`src/rtl/dense_layer_if.sv`:
```
// Bus bundle between the dense-layer engine, its weight/bias byte memory,
// the activation buffer and the downstream result consumer.
interface dense_layer_if #(
   parameter int ADDR_W   = 14,
   parameter int IN_SIZE  = 784,
   parameter int OUT_SIZE = 16
);
   localparam int IN_W  = (IN_SIZE  > 1) ? $clog2(IN_SIZE)  : 1;
   localparam int IDX_W = (OUT_SIZE > 1) ? $clog2(OUT_SIZE) : 1;

   logic [ADDR_W-1:0] mem_addr;
   logic [7:0]        mem_data;
   logic [IN_W-1:0]   in_addr;
   logic [7:0]        in_data;
   logic              out_valid;
   logic [IDX_W-1:0]  out_idx;
   logic [31:0]       out_data;

   modport master (
      output mem_addr, input mem_data,
      output in_addr,  input in_data,
      output out_valid, output out_idx, output out_data
   );

   modport slave (
      input mem_addr, output mem_data,
      input in_addr,  output in_data,
      input out_valid, input out_idx, input out_data
   );
endinterface

```
`src/rtl/dense_layer.sv`:
```
// Fully-connected layer engine: per neuron, loads a little-endian int32 bias,
// accumulates sext(int8 weight) * zext(uint8 activation), emits the 32-bit sum.
module dense_layer #(
   parameter int IN_SIZE  = 784,
   parameter int OUT_SIZE = 16,
   parameter int W_BASE   = 0,
   parameter int B_BASE   = 12544,
   parameter int ADDR_W   = 14
) (
   input  logic          clk,
   input  logic          rst,
   input  logic          start,
   input  logic          weights_ready,
   dense_layer_if.master bus,
   output logic          busy,
   output logic          done
);
   localparam int IN_W  = (IN_SIZE  > 1) ? $clog2(IN_SIZE)  : 1;
   localparam int IDX_W = (OUT_SIZE > 1) ? $clog2(OUT_SIZE) : 1;
   localparam int CNT_W = ($clog2(IN_SIZE + 1) > 3) ? $clog2(IN_SIZE + 1) : 3;

   typedef enum logic [2:0] {S_IDLE, S_BIAS, S_MAC, S_EMIT, S_DONE} state_t;
   state_t state, state_nxt;

   logic [CNT_W-1:0]   cnt;
   logic [IDX_W-1:0]   n;
   logic [IDX_W-1:0]   out_idx;
   logic [ADDR_W-1:0]  b_ptr;
   logic [ADDR_W-1:0]  w_ptr;
   logic [ADDR_W-1:0]  mem_addr;
   logic [IN_W-1:0]    in_addr;
   logic [23:0]        bias_sr;
   logic [31:0]        acc;
   logic [31:0]        acc_sum;
   logic [31:0]        out_data;
   logic signed [16:0] w_ext;
   logic signed [16:0] x_ext;
   logic signed [16:0] prod;
   logic               last_neuron;
   logic               out_valid;

   assign last_neuron = (n == IDX_W'(OUT_SIZE - 1));

   // The product of an int8 and a uint8 always fits in 17 signed bits.
   assign w_ext   = {{9{bus.mem_data[7]}}, bus.mem_data};
   assign x_ext   = {9'b0, bus.in_data};
   assign prod    = w_ext * x_ext;
   assign acc_sum = acc + {{15{prod[16]}}, prod};

   always_ff @(posedge clk) begin
      if (!rst) state <= S_IDLE;
      else      state <= state_nxt;
   end

   always_comb begin
      // NOTE: every signal driven here gets a default first, so no path can infer a latch.
      state_nxt = state;
      busy      = 1'b0;
      done      = 1'b0;
      out_valid = 1'b0;
      case (state)
         S_IDLE: if (start && weights_ready) state_nxt = S_BIAS;
         S_BIAS: begin
            busy = 1'b1;
            if (cnt == CNT_W'(4)) state_nxt = S_MAC;
         end
         S_MAC: begin
            busy = 1'b1;
            if (cnt == CNT_W'(IN_SIZE)) state_nxt = S_EMIT;
         end
         S_EMIT: begin
            busy      = 1'b1;
            out_valid = 1'b1;
            state_nxt = last_neuron ? S_DONE : S_BIAS;
         end
         S_DONE: begin
            done      = 1'b1;
            state_nxt = S_IDLE;
         end
         default: state_nxt = S_IDLE;
      endcase
   end

   always_ff @(posedge clk) begin
      // NOTE: non-blocking assignments so every register here samples pre-edge values.
      if (!rst) begin
         cnt      <= '0;
         n        <= '0;
         out_idx  <= '0;
         b_ptr    <= '0;
         w_ptr    <= '0;
         mem_addr <= '0;
         in_addr  <= '0;
         bias_sr  <= '0;
         acc      <= '0;
         out_data <= '0;
      end else begin
         case (state)
            S_IDLE: if (start && weights_ready) begin
               n        <= '0;
               b_ptr    <= ADDR_W'(B_BASE);
               w_ptr    <= ADDR_W'(W_BASE);
               mem_addr <= ADDR_W'(B_BASE);
               cnt      <= '0;
            end
            S_BIAS: begin
               cnt <= cnt + 1'b1;
               if (cnt < CNT_W'(3)) mem_addr <= b_ptr + ADDR_W'(cnt) + ADDR_W'(1);
               // Bytes arrive LSB first; shifting in from the top leaves them in place.
               if (cnt != '0 && cnt != CNT_W'(4)) bias_sr <= {bus.mem_data, bias_sr[23:8]};
               if (cnt == CNT_W'(4)) begin
                  acc      <= {bus.mem_data, bias_sr};
                  mem_addr <= w_ptr;
                  in_addr  <= '0;
                  cnt      <= '0;
               end
            end
            S_MAC: begin
               cnt <= cnt + 1'b1;
               if (cnt < CNT_W'(IN_SIZE - 1)) begin
                  mem_addr <= mem_addr + 1'b1;
                  in_addr  <= in_addr + 1'b1;
               end
               // Cycle 0 still sees the last bias byte on mem_data, so it adds nothing.
               if (cnt != '0) acc <= acc_sum;
               if (cnt == CNT_W'(IN_SIZE)) begin
                  out_data <= acc_sum;
                  out_idx  <= n;
               end
            end
            S_EMIT: if (!last_neuron) begin
               n        <= n + 1'b1;
               b_ptr    <= b_ptr + ADDR_W'(4);
               w_ptr    <= w_ptr + ADDR_W'(IN_SIZE);
               mem_addr <= b_ptr + ADDR_W'(4);
               cnt      <= '0;
            end
            default: ;
         endcase
      end
   end

   assign bus.mem_addr  = mem_addr;
   assign bus.in_addr   = in_addr;
   assign bus.out_valid = out_valid;
   assign bus.out_idx   = out_idx;
   assign bus.out_data  = out_data;
endmodule

```
`src/flat_wrapper.sv`:
```
// flat-port wrapper written by rule: the top's interface ports become plain ports
module dense_layer_flat 
#(
   parameter int IN_SIZE  = 784,
   parameter int OUT_SIZE = 16,
   parameter int W_BASE   = 0,
   parameter int B_BASE   = 12544,
   parameter int ADDR_W   = 14
)
  (clk, rst, start, weights_ready, busy, done, bus_mem_addr, bus_mem_data, bus_in_addr, bus_in_data, bus_out_valid, bus_out_idx, bus_out_data);
  dense_layer_if #(.ADDR_W(ADDR_W), .IN_SIZE(IN_SIZE), .OUT_SIZE(OUT_SIZE)) bus_i ();
  input  logic clk;
  input  logic rst;
  input  logic start;
  input  logic weights_ready;
  output logic busy;
  output logic done;
  output wire logic [$bits(bus_i.mem_addr)-1:0] bus_mem_addr;
  input wire logic [$bits(bus_i.mem_data)-1:0] bus_mem_data;
  output wire logic [$bits(bus_i.in_addr)-1:0] bus_in_addr;
  input wire logic [$bits(bus_i.in_data)-1:0] bus_in_data;
  output wire logic [$bits(bus_i.out_valid)-1:0] bus_out_valid;
  output wire logic [$bits(bus_i.out_idx)-1:0] bus_out_idx;
  output wire logic [$bits(bus_i.out_data)-1:0] bus_out_data;
  assign bus_mem_addr = bus_i.mem_addr;
  assign bus_i.mem_data = bus_mem_data;
  assign bus_in_addr = bus_i.in_addr;
  assign bus_i.in_data = bus_in_data;
  assign bus_out_valid = bus_i.out_valid;
  assign bus_out_idx = bus_i.out_idx;
  assign bus_out_data = bus_i.out_data;
  dense_layer #(.IN_SIZE(IN_SIZE), .OUT_SIZE(OUT_SIZE), .W_BASE(W_BASE), .B_BASE(B_BASE), .ADDR_W(ADDR_W)) u_core (.clk(clk), .rst(rst), .start(start), .weights_ready(weights_ready), .bus(bus_i), .busy(busy), .done(done));
endmodule
```
`config.mk`:
```
export PLATFORM = sky130hd
export DESIGN_NAME = dense_layer_flat
export DESIGN_NICKNAME = d
export VERILOG_FILES = /design/src/rtl/dense_layer_if.sv /design/src/rtl/dense_layer.sv /design/src/flat_wrapper.sv
export SDC_FILE = /design/constraint.sdc
export NUM_CORES = 1
export LEC_CHECK = 0
export ABC_AREA = 1
export BUFFER_PORTS_ARGS = -buffer_cell sky130_fd_sc_hd__clkbuf_2
export CAP_MARGIN = 20
export CORE_MARGIN = 8
export CORE_UTILIZATION = 40
export CTS_CLUSTER_DIAMETER = 120
export DETAILED_ROUTE_END_ITERATION = 8
export PLACE_DENSITY = 0.58
export SETUP_SLACK_MARGIN = 0.15
export SYNTH_ARGS = -nofsm -noshare
export SYNTH_HDL_FRONTEND = slang
export SYNTH_SLANG_ARGS = --single-unit
```
`constraint.sdc`:
```
create_clock -name clk -period 12.3 [get_ports clk]
set_input_delay 2.46 -clock clk [delete_from_list [all_inputs] [get_ports clk]]
set_output_delay 2.46 -clock clk [all_outputs]
set_load 0.03 [all_outputs]
```
==> impl_metrics.toml, run 1 <==
[status]
status = "finished, final reports clean"

[cells_and_area]
drive_gt1_share_pct = 8.56
fillCellCount = 3144
multi_input_area_um2 = 7570
layout_commonest_cell = "nand2_1"
syn_to_final_growth_pct = 10.5
nets = 2019
regArea_um2 = 3100
diodes = 0
layout_common_cells = "444 x nand2_1, 266 x inv_1, 177 x a21oi_1"

[route]
drt_iter0_markers = 981
num_vias = 11700
ant_nets = 0
wl_per_cell_um = 16.2
finalWirelength_mm = 36.7
avgViaCountPerCell = 5.17
drc = 0
drt_pass1_iterations = 7

[timing]
setup_viol = 0
drv_slew = 0
slew_headroom_pct = 40.0
max_clock_freq_ghz = 0.119
rsz0062_at_grt = "no"
period_minus_slack_ps = 8380
hold_viol = 0
finalClockSkew_ps = 11.5
tightest_slew_ps = 899
tns_ps = 0
fin_crit_sh_pct = 68.2

[global_routing]
grt_overflow_total = 0
grt_max_degree = 56
grt_pass1_wl_mm = 59.7
antenna_found_initial = 0
grt_use_total_pct = 20.6
grt_pass1_vias = 11100

[synth]
synth_cells = 1823
synth_area_um2 = 12000
ys_ff_latch = 155
syn_area_per_cell_um2 = 6.57
ys_dominant_reg_cell = "dfxtp_1"
synth_nets = 1974
yosysSeqAreaShare_pct = 25.9
synth_cell_types = 46
synth_edf_count = 0
ys_async_sr_fraction_pct = 0
ys_warn_count = 0

[place]
portBuffers = 82
gp_congestion = 0.952
dp_hpwl_mm = 28.0

[critical_path]
crit_path_start = "bus_mem_data[7]"
reg2reg_from = "u_core.cnt[0]"
cp_slowest_cell = "fa_1"
arrival_ps = 8710
path_max_fanout = 10
crit_top_cell = "inv_1"
reg2reg_to = "u_core.bias_sr[23]"
rrSetupSlack_ps = 9030
cp_slowest_stage_delay_ps = 540
cp.required_ps = 12620
r2r_cells = 11
startpoint_type = "primary input"
crit_type = "primary input to flip-flop"
endpoint_kind = "flip-flop"
timing.critical_path.to = "u_core.bus.out_data[14]"

[clock_tree]
cts_hold_buf = 0
numClockSinks = 155
tritoncts = "yes"
clock_latency_ps = 430
cts_setup_buffers = 0
clk_pin_slew_ps = 70
htree_levels = 4
cts.root.buffer_cell = "clkbuf_16"
clock_path_buffers = 2
numCtsBuffers = 17
cts_resized = 0

[power]
p_per_area_nw_per_um2 = 223
p_leak_nw = 6.60
vdd_drop_max_v = 0.000116
total_power_mw = 2.94

[floorplan]
die-area_um2 = 35700
die_h_um = 189
core_area_um2 = 29600
start_util_pct = 40.5
die_x_um = 189
boundaryPins = 83
num_rows = 63

[flow_run]
max_cap_violations = 0

[hold_path]
min_path_type = "flip-flop to flip-flop"
layer usage:
metal	global-route usage, %	part of all wire [%]	vias to the layer above
met5	0	0	-
met1	30.5	50	5442
met2	30.7	42	328
li1	-	-	5953
met3	3.57	6.6	26
met4	3.97	1.0	0
flip-flops by register name (all words and copies together), names as in the netlist:
name	flops
u_core.bus.mem_addr	14
u_core.w_ptr	10
u_core.state	3
u_core.bus.out_idx	4
u_core.bus.out_data	32
u_core.cnt	10
u_core.bus.in_addr	10
u_core.acc	32
u_core.n	4
u_core.b_ptr	12
u_core.bias_sr	24
worst min path at each step:
stage | to | startpoint | slack [ps] | depth (start not counted)
after global routing | u_core.w_ptr[7] | u_core.w_ptr[7] | 480 | 1
final | u_core.w_ptr[7] | u_core.w_ptr[7] | 450 | 1
after CTS | u_core.w_ptr[7] | u_core.w_ptr[7] | 450 | 1
after detailed placement | u_core.w_ptr[7] | u_core.w_ptr[7] | 440 | 1
after global placement | u_core.w_ptr[7] | u_core.w_ptr[7] | 440 | 1
after floorplan | u_core.w_ptr[13] | u_core.w_ptr[13] | 410 | 1
logic make-up (layout without fill, tap and decap cells):
family	after synthesis	in the layout	share of synthesized area [%]
compound gates	372	372	16.7
buf+inv	338	396	11.0
fa+ha+maj	131	131	16.1
flops	155	155	25.9
xor+xnor	31	31	2.27
simple gates	796	796	28.0
layout make-up:
type                            instances  share of cell area (%)
Multi-Input combinational cell       1330                    57.2
Sequential cell                       155                    23.4
Inverter                              276                    7.83
Tap cell                              390                    3.69
Timing Repair Buffer                   88                    3.44
Clock buffer                           17                    3.21
Clock inverter                         15                    1.14
critical path, delay by kind of cell:
family	cells	cell delay (ps)
adders and majority gates	6	2810
and+or+nand+nor	8	1400
AOI/OAI and AO/OA	6	1120
buffers and inverters	8	720
xor gates and xnor gates	1	190
power by group:
group / internal (mW) / switching [mW] / total (mW) / leakage, nW
Sequential: 0.595 / 0.0794 / 0.674 / 1.26
Clock: 0.271 / 0.257 / 0.528 / 0.276
Combinational: 0.533 / 1.21 / 1.74 / 5.07
Total: 1.40 / 1.55 / 2.94 / 6.60
synthesized netlist by cell type (all sizes together) (10+ instances only):
cell	n	area (um2)
dfxtp	155	3100
clkbuf	38	143
buf	24	140
o21bai	15	113
nand4	16	100
nand2	452	1720
o21ai	137	689
ha	93	1160
o21a	10	75.1
a21oi	177	886
fa	38	761
a21o	10	75.1
nor3	27	155
or2	12	75.1
xor2	20	175
nor2	172	673
xnor2	11	96.3
inv	275	1030
nand3	97	490
per-stage QoR:
stage / cells / util (%) / setup WS [ps] / cell area (um2) / hold slack, ps
CTS: 2271 / 44.8 / 3960 / 13200 / 449
global route: 2271 / 44.8 / 3450 / 13200 / 477
finish: 2271 / 44.8 / 3920 / 13200 / 454
detailed placement: 2239 / 42.8 / 3520 / 12700 / 439
floorplan: 1823 / - / 4500 / 12000 / 414
global placement: 2239 / 42.8 / 3550 / 12700 / 436
Power figures use the tool's default switching activity.
==> run 2, diff against run 1 <==
- clock period: 12.3 -> 8.7 ns (I/O delays scaled with it)
==> impl_metrics.toml, run 2 (synthesis results as in run 1) <==
[timing]
tightest_slew_ps = 935
drv_slew = 0
rsz0062_at_grt = "no"
setup_viol = 0
hold_viol = 0
fin_crit_sh_pct = 86.6
max_clock_freq_ghz = 0.133
tns_ps = 0
slew_headroom_pct = 37.7
finalClockSkew_ps = 16.3
period_minus_slack_ps = 7540

[route]
ant_nets = 0
drt_iter0_markers = 745
wl_per_cell_um = 16.3
drt_pass1_iterations = 6
avgViaCountPerCell = 5.21
drc = 0
finalWirelength_mm = 37.1
num_vias = 11800

[place]
dp_hpwl_mm = 28.6
portBuffers = 82
gp_congestion = 0.918

[cells_and_area]
nets = 2019
drive_gt1_share_pct = 8.56
regArea_um2 = 3100
top_regs = "u_core.acc x32, u_core.bus.out_data x32, u_core.bias_sr x24"
diodes = 0
syn_to_final_growth_pct = 10.4
multi_input_area_um2 = 7570
layout_commonest_cell = "nand2_1"
fillCellCount = 3186
layout_common_cells = "444 x nand2_1, 266 x inv_1, 177 x a21oi_1"

[critical_path]
reg2reg_to = "u_core.bias_sr[23]"
path_max_fanout = 10
reg2reg_from = "u_core.cnt[0]"
startpoint_type = "primary input"
endpoint_kind = "flip-flop"
rrSetupSlack_ps = 5370
crit_cells = 28
crit_top_cell = "inv_1"
cp.required_ps = 9010
path_buf_inv = 8
crit_path_start = "bus_mem_data[7]"
cp_slowest_stage_delay_ps = 550
crit_type = "primary input to flip-flop"
cp_slowest_cell = "fa_1"
timing.critical_path.to = "u_core.acc[14]"
arrival_ps = 7850
critPathTopFamily = "adder cells"
r2r_cells = 11

[floorplan]
num_rows = 63
start_util_pct = 40.5
core_area_um2 = 29600
die_x_um = 189
boundaryPins = 83
die-area_um2 = 35700
die_h_um = 189

[clock_tree]
cts.root.buffer_cell = "clkbuf_16"
htree_levels = 4
tritoncts = "yes"
cts_setup_buffers = 0
clk_pin_slew_ps = 80
cts_resized = 0
cts_hold_buf = 0
clock_latency_ps = 440
numClockSinks = 155
clock_path_buffers = 2
numCtsBuffers = 17

[power]
total_power_mw = 4.20
comb_power_share_pct = 59.4
p_leak_nw = 6.61
clkPwrFrac_pct = 17.9
p_int_mw = 1.99
switching_share_pct = 52.6
p_seq_share_pct = 22.8
p_per_area_nw_per_um2 = 318
vdd_drop_max_v = 0.000202
power.net_switching_mw = 2.21

[global_routing]
grt_max_degree = 52
grt_pass1_wl_mm = 59.9
antenna_found_initial = 0
grt_overflow_total = 0
grt_use_total_pct = 20.7
grt_pass1_vias = 11200

[status]
status = "finished, final reports clean"

[hold_path]
min_path_type = "flip-flop to flip-flop"

[flow_run]
max_cap_violations = 0
run 2: power groups by stage:
| stage | clock network [mW] | registers (mW) | logic [mW] |
|---|---|---|---|
| global placement | 0 | 0.970 | 2.45 |
| detailed placement | 0 | 0.970 | 2.46 |
| finish | 0.750 | 0.957 | 2.50 |
| floorplan | 0 | 0.946 | 1.75 |
| CTS | 0.764 | 0.956 | 2.47 |
| global route | 0.795 | 0.973 | 2.77 |
run 2: how the worst min path moves through the flow:
stage / end / cells past startpoint / from
after CTS: u_core.w_ptr[7] / 1 / u_core.w_ptr[7]
final: u_core.w_ptr[7] / 1 / u_core.w_ptr[7]
after floorplan: u_core.w_ptr[13] / 1 / u_core.w_ptr[13]
after global routing: u_core.w_ptr[7] / 1 / u_core.w_ptr[7]
after global placement: u_core.w_ptr[7] / 1 / u_core.w_ptr[7]
after detailed placement: u_core.w_ptr[7] / 1 / u_core.w_ptr[7]
run 2: worst reg2reg max path: stages (launching register included):
cell and delay [ps]:
dfxtp_1 500, inv_1 110, ha_1 210, inv_1 80, nor3_2 50, nand2_4 200, nand2_4 180, inv_2 170
nand2_1 500, inv_1 910, o21ai_0 180, a21oi_1 160
run 2: metrics by stage:
| step | hold WS (ps) | instance area, um2 | util, % | setup slack, ps | cells |
|---|---|---|---|---|---|
| final | 449 | 13200 | 44.8 | 1160 | 2271 |
| after global routing | 484 | 13200 | 44.8 | 660 | 2271 |
| after CTS | 456 | 13200 | 44.8 | 1160 | 2271 |
| after detailed placement | 445 | 12700 | 42.8 | 714 | 2239 |
| after global placement | 437 | 12700 | 42.8 | 750 | 2239 |
| after floorplan | 414 | 12000 | - | 1620 | 1823 |
run 2: final cells by class:
cell class                 count  area share (%)
inverter                     276            7.83
multi-input combinational   1330            57.2
clock buffer                  19            3.42
tap                          390            3.69
clock inverter                13           0.917
sequential                   155            23.5
timing repair buffer          88            3.44
run 2: routing by layer:
| layer | global-route usage, % | share of wire, % | wire (um) |
|---|---|---|---|
| met1 | 29.9 | 50 | 18700 |
| met2 | 32.2 | 43 | 15900 |
| met3 | 3.05 | 5.7 | 2110 |
| met4 | 4.42 | 1.0 | 380 |
| met5 | 0 | 0 | 0 |
==> run 3, diff against run 2 <==
- clock period: 8.7 -> 9.8 ns (I/O delays scaled with it)
==> impl_metrics.toml, run 3 (synthesis results as in run 1) <==
[timing]
setup_viol = 0
fin_crit_sh_pct = 80.5
max_clock_freq_ghz = 0.127
period_minus_slack_ps = 7890
tightest_slew_ps = 891
rsz0062_at_grt = "no"
tns_ps = 0
finalClockSkew_ps = 13.0
fin_hold_ws_ps = 450
slew_headroom_pct = 40.5
hold_viol = 0
drv_slew = 0

[status]
status = "finished, final reports clean"

[hold_path]
min_path_type = "flip-flop to flip-flop"
hold_depth = 1

[critical_path]
path_buf_inv = 7
endpoint_kind = "flip-flop"
arrival_ps = 8230
r2r_cells = 11
critPathTopFamily = "adder cells"
path_max_fanout = 16
crit_type = "primary input to flip-flop"
cp_slowest_stage_delay_ps = 590
crit_cells = 27
cp_slowest_cell = "ha_1"
cp.required_ps = 10140
startpoint_type = "primary input"

[place]
portBuffers = 82
gp_congestion = 0.950
place_area_um2 = 12700
dp_hpwl_mm = 28.2
placedCellCount = 2239

[power]
p_leak_nw = 6.64
p_per_area_nw_per_um2 = 283
total_power_mw = 3.76
vdd_drop_max_v = 0.000153

[floorplan]
start_util_pct = 40.5
core_area_um2 = 29600
boundaryPins = 83
num_rows = 63
die-area_um2 = 35700
die_h_um = 189
die_x_um = 189

[global_routing]
grt_overflow_total = 0
grt_max_degree = 56
antenna_found_initial = 0
grt_pass1_vias = 11100
grt_use_total_pct = 20.7
grt_pass1_wl_mm = 59.6

[route]
drt_iter0_markers = 759
ant_nets = 0
avgViaCountPerCell = 5.18
drt_pass1_iterations = 6
wl_per_cell_um = 16.3
finalWirelength_mm = 37.0
drc = 0
num_vias = 11800

[clock_tree]
clock_path_buffers = 2
htree_levels = 4
numCtsBuffers = 17
tritoncts = "yes"
clock_latency_ps = 440
cts_resized = 0
cts_setup_buffers = 0
numClockSinks = 155
cts_hold_buf = 0
cts.root.buffer_cell = "clkbuf_16"
clk_pin_slew_ps = 70

[cells_and_area]
layout_commonest_cell = "nand2_1"
fillCellCount = 3161
diodes = 0
layout_common_cells = "444 x nand2_1, 266 x inv_1, 177 x a21oi_1"
drive_gt1_share_pct = 8.56
syn_to_final_growth_pct = 10.9
top_regs = "u_core.acc x32, u_core.bus.out_data x32, u_core.bias_sr x24"
stdcell_area_um2 = 13300
instances_no_fill = 2271
nets = 2019

[flow_run]
max_cap_violations = 0
## run 3: cell count changes in the layout (fill, tap and decap cells not counted), sizes merged
cell and delta:
bufinv +3, clkinv +3, clkbuf -2, clkinvlp -2, inv -2
## run 3: layout make-up
cell class / instances / area (um2) / share of cell area (%)
multi-input combinational: 1330 / 7570 / 57.0
clock buffer: 17 / 425 / 3.20
sequential: 155 / 3100 / 23.4
inverter: 276 / 1040 / 7.80
tap: 390 / 488 / 3.67
timing repair buffer: 88 / 455 / 3.43
clock inverter: 15 / 201 / 1.52
## run 3: path summary, 6_finish.rpt
path	end	slack (ps)	start
worst max-delay path	u_core.bus.out_data[20]	1910	bus_mem_data[7]
worst min-delay path	u_core.w_ptr[7]	450	u_core.w_ptr[7]
worst max register to register	u_core.bias_sr[23]	6550	u_core.cnt[0]
worst min register to register	u_core.w_ptr[7]	450	u_core.w_ptr[7]
## run 3: power breakdown
group,switching (mW),total (mW),leakage [nW],internal [mW]
Combinational,1.52,2.19,5.07,0.670
Clock,0.307,0.718,0.308,0.411
Sequential,0.101,0.848,1.26,0.747
## run 3: stage by stage
step | util, % | setup WS (ps)
after floorplan | - | 2500
after global placement | 42.8 | 1550
after detailed placement | 42.8 | 1510
after CTS | 44.9 | 1960
after global routing | 44.9 | 1420
final | 44.9 | 1910
## run 3: worst register-to-register path, cell delays in order (launching register included)
cell	delay [ps]
dfxtp_1	490
inv_1	100
ha_1	200
inv_1	80
nor3_2	60
nand2_4	210
nand2_4	180
inv_2	180
nand2_1	500
inv_1	890
o21ai_0	160
a21oi_1	150
## run 3: routing by layer
layer	global-route usage (%)	wire length, um	part of all wire [%]
met5	0	0	0
met4	5.17	514	1.4
met3	4.14	2350	6.4
met2	31.2	15600	42
met1	29.6	18500	50
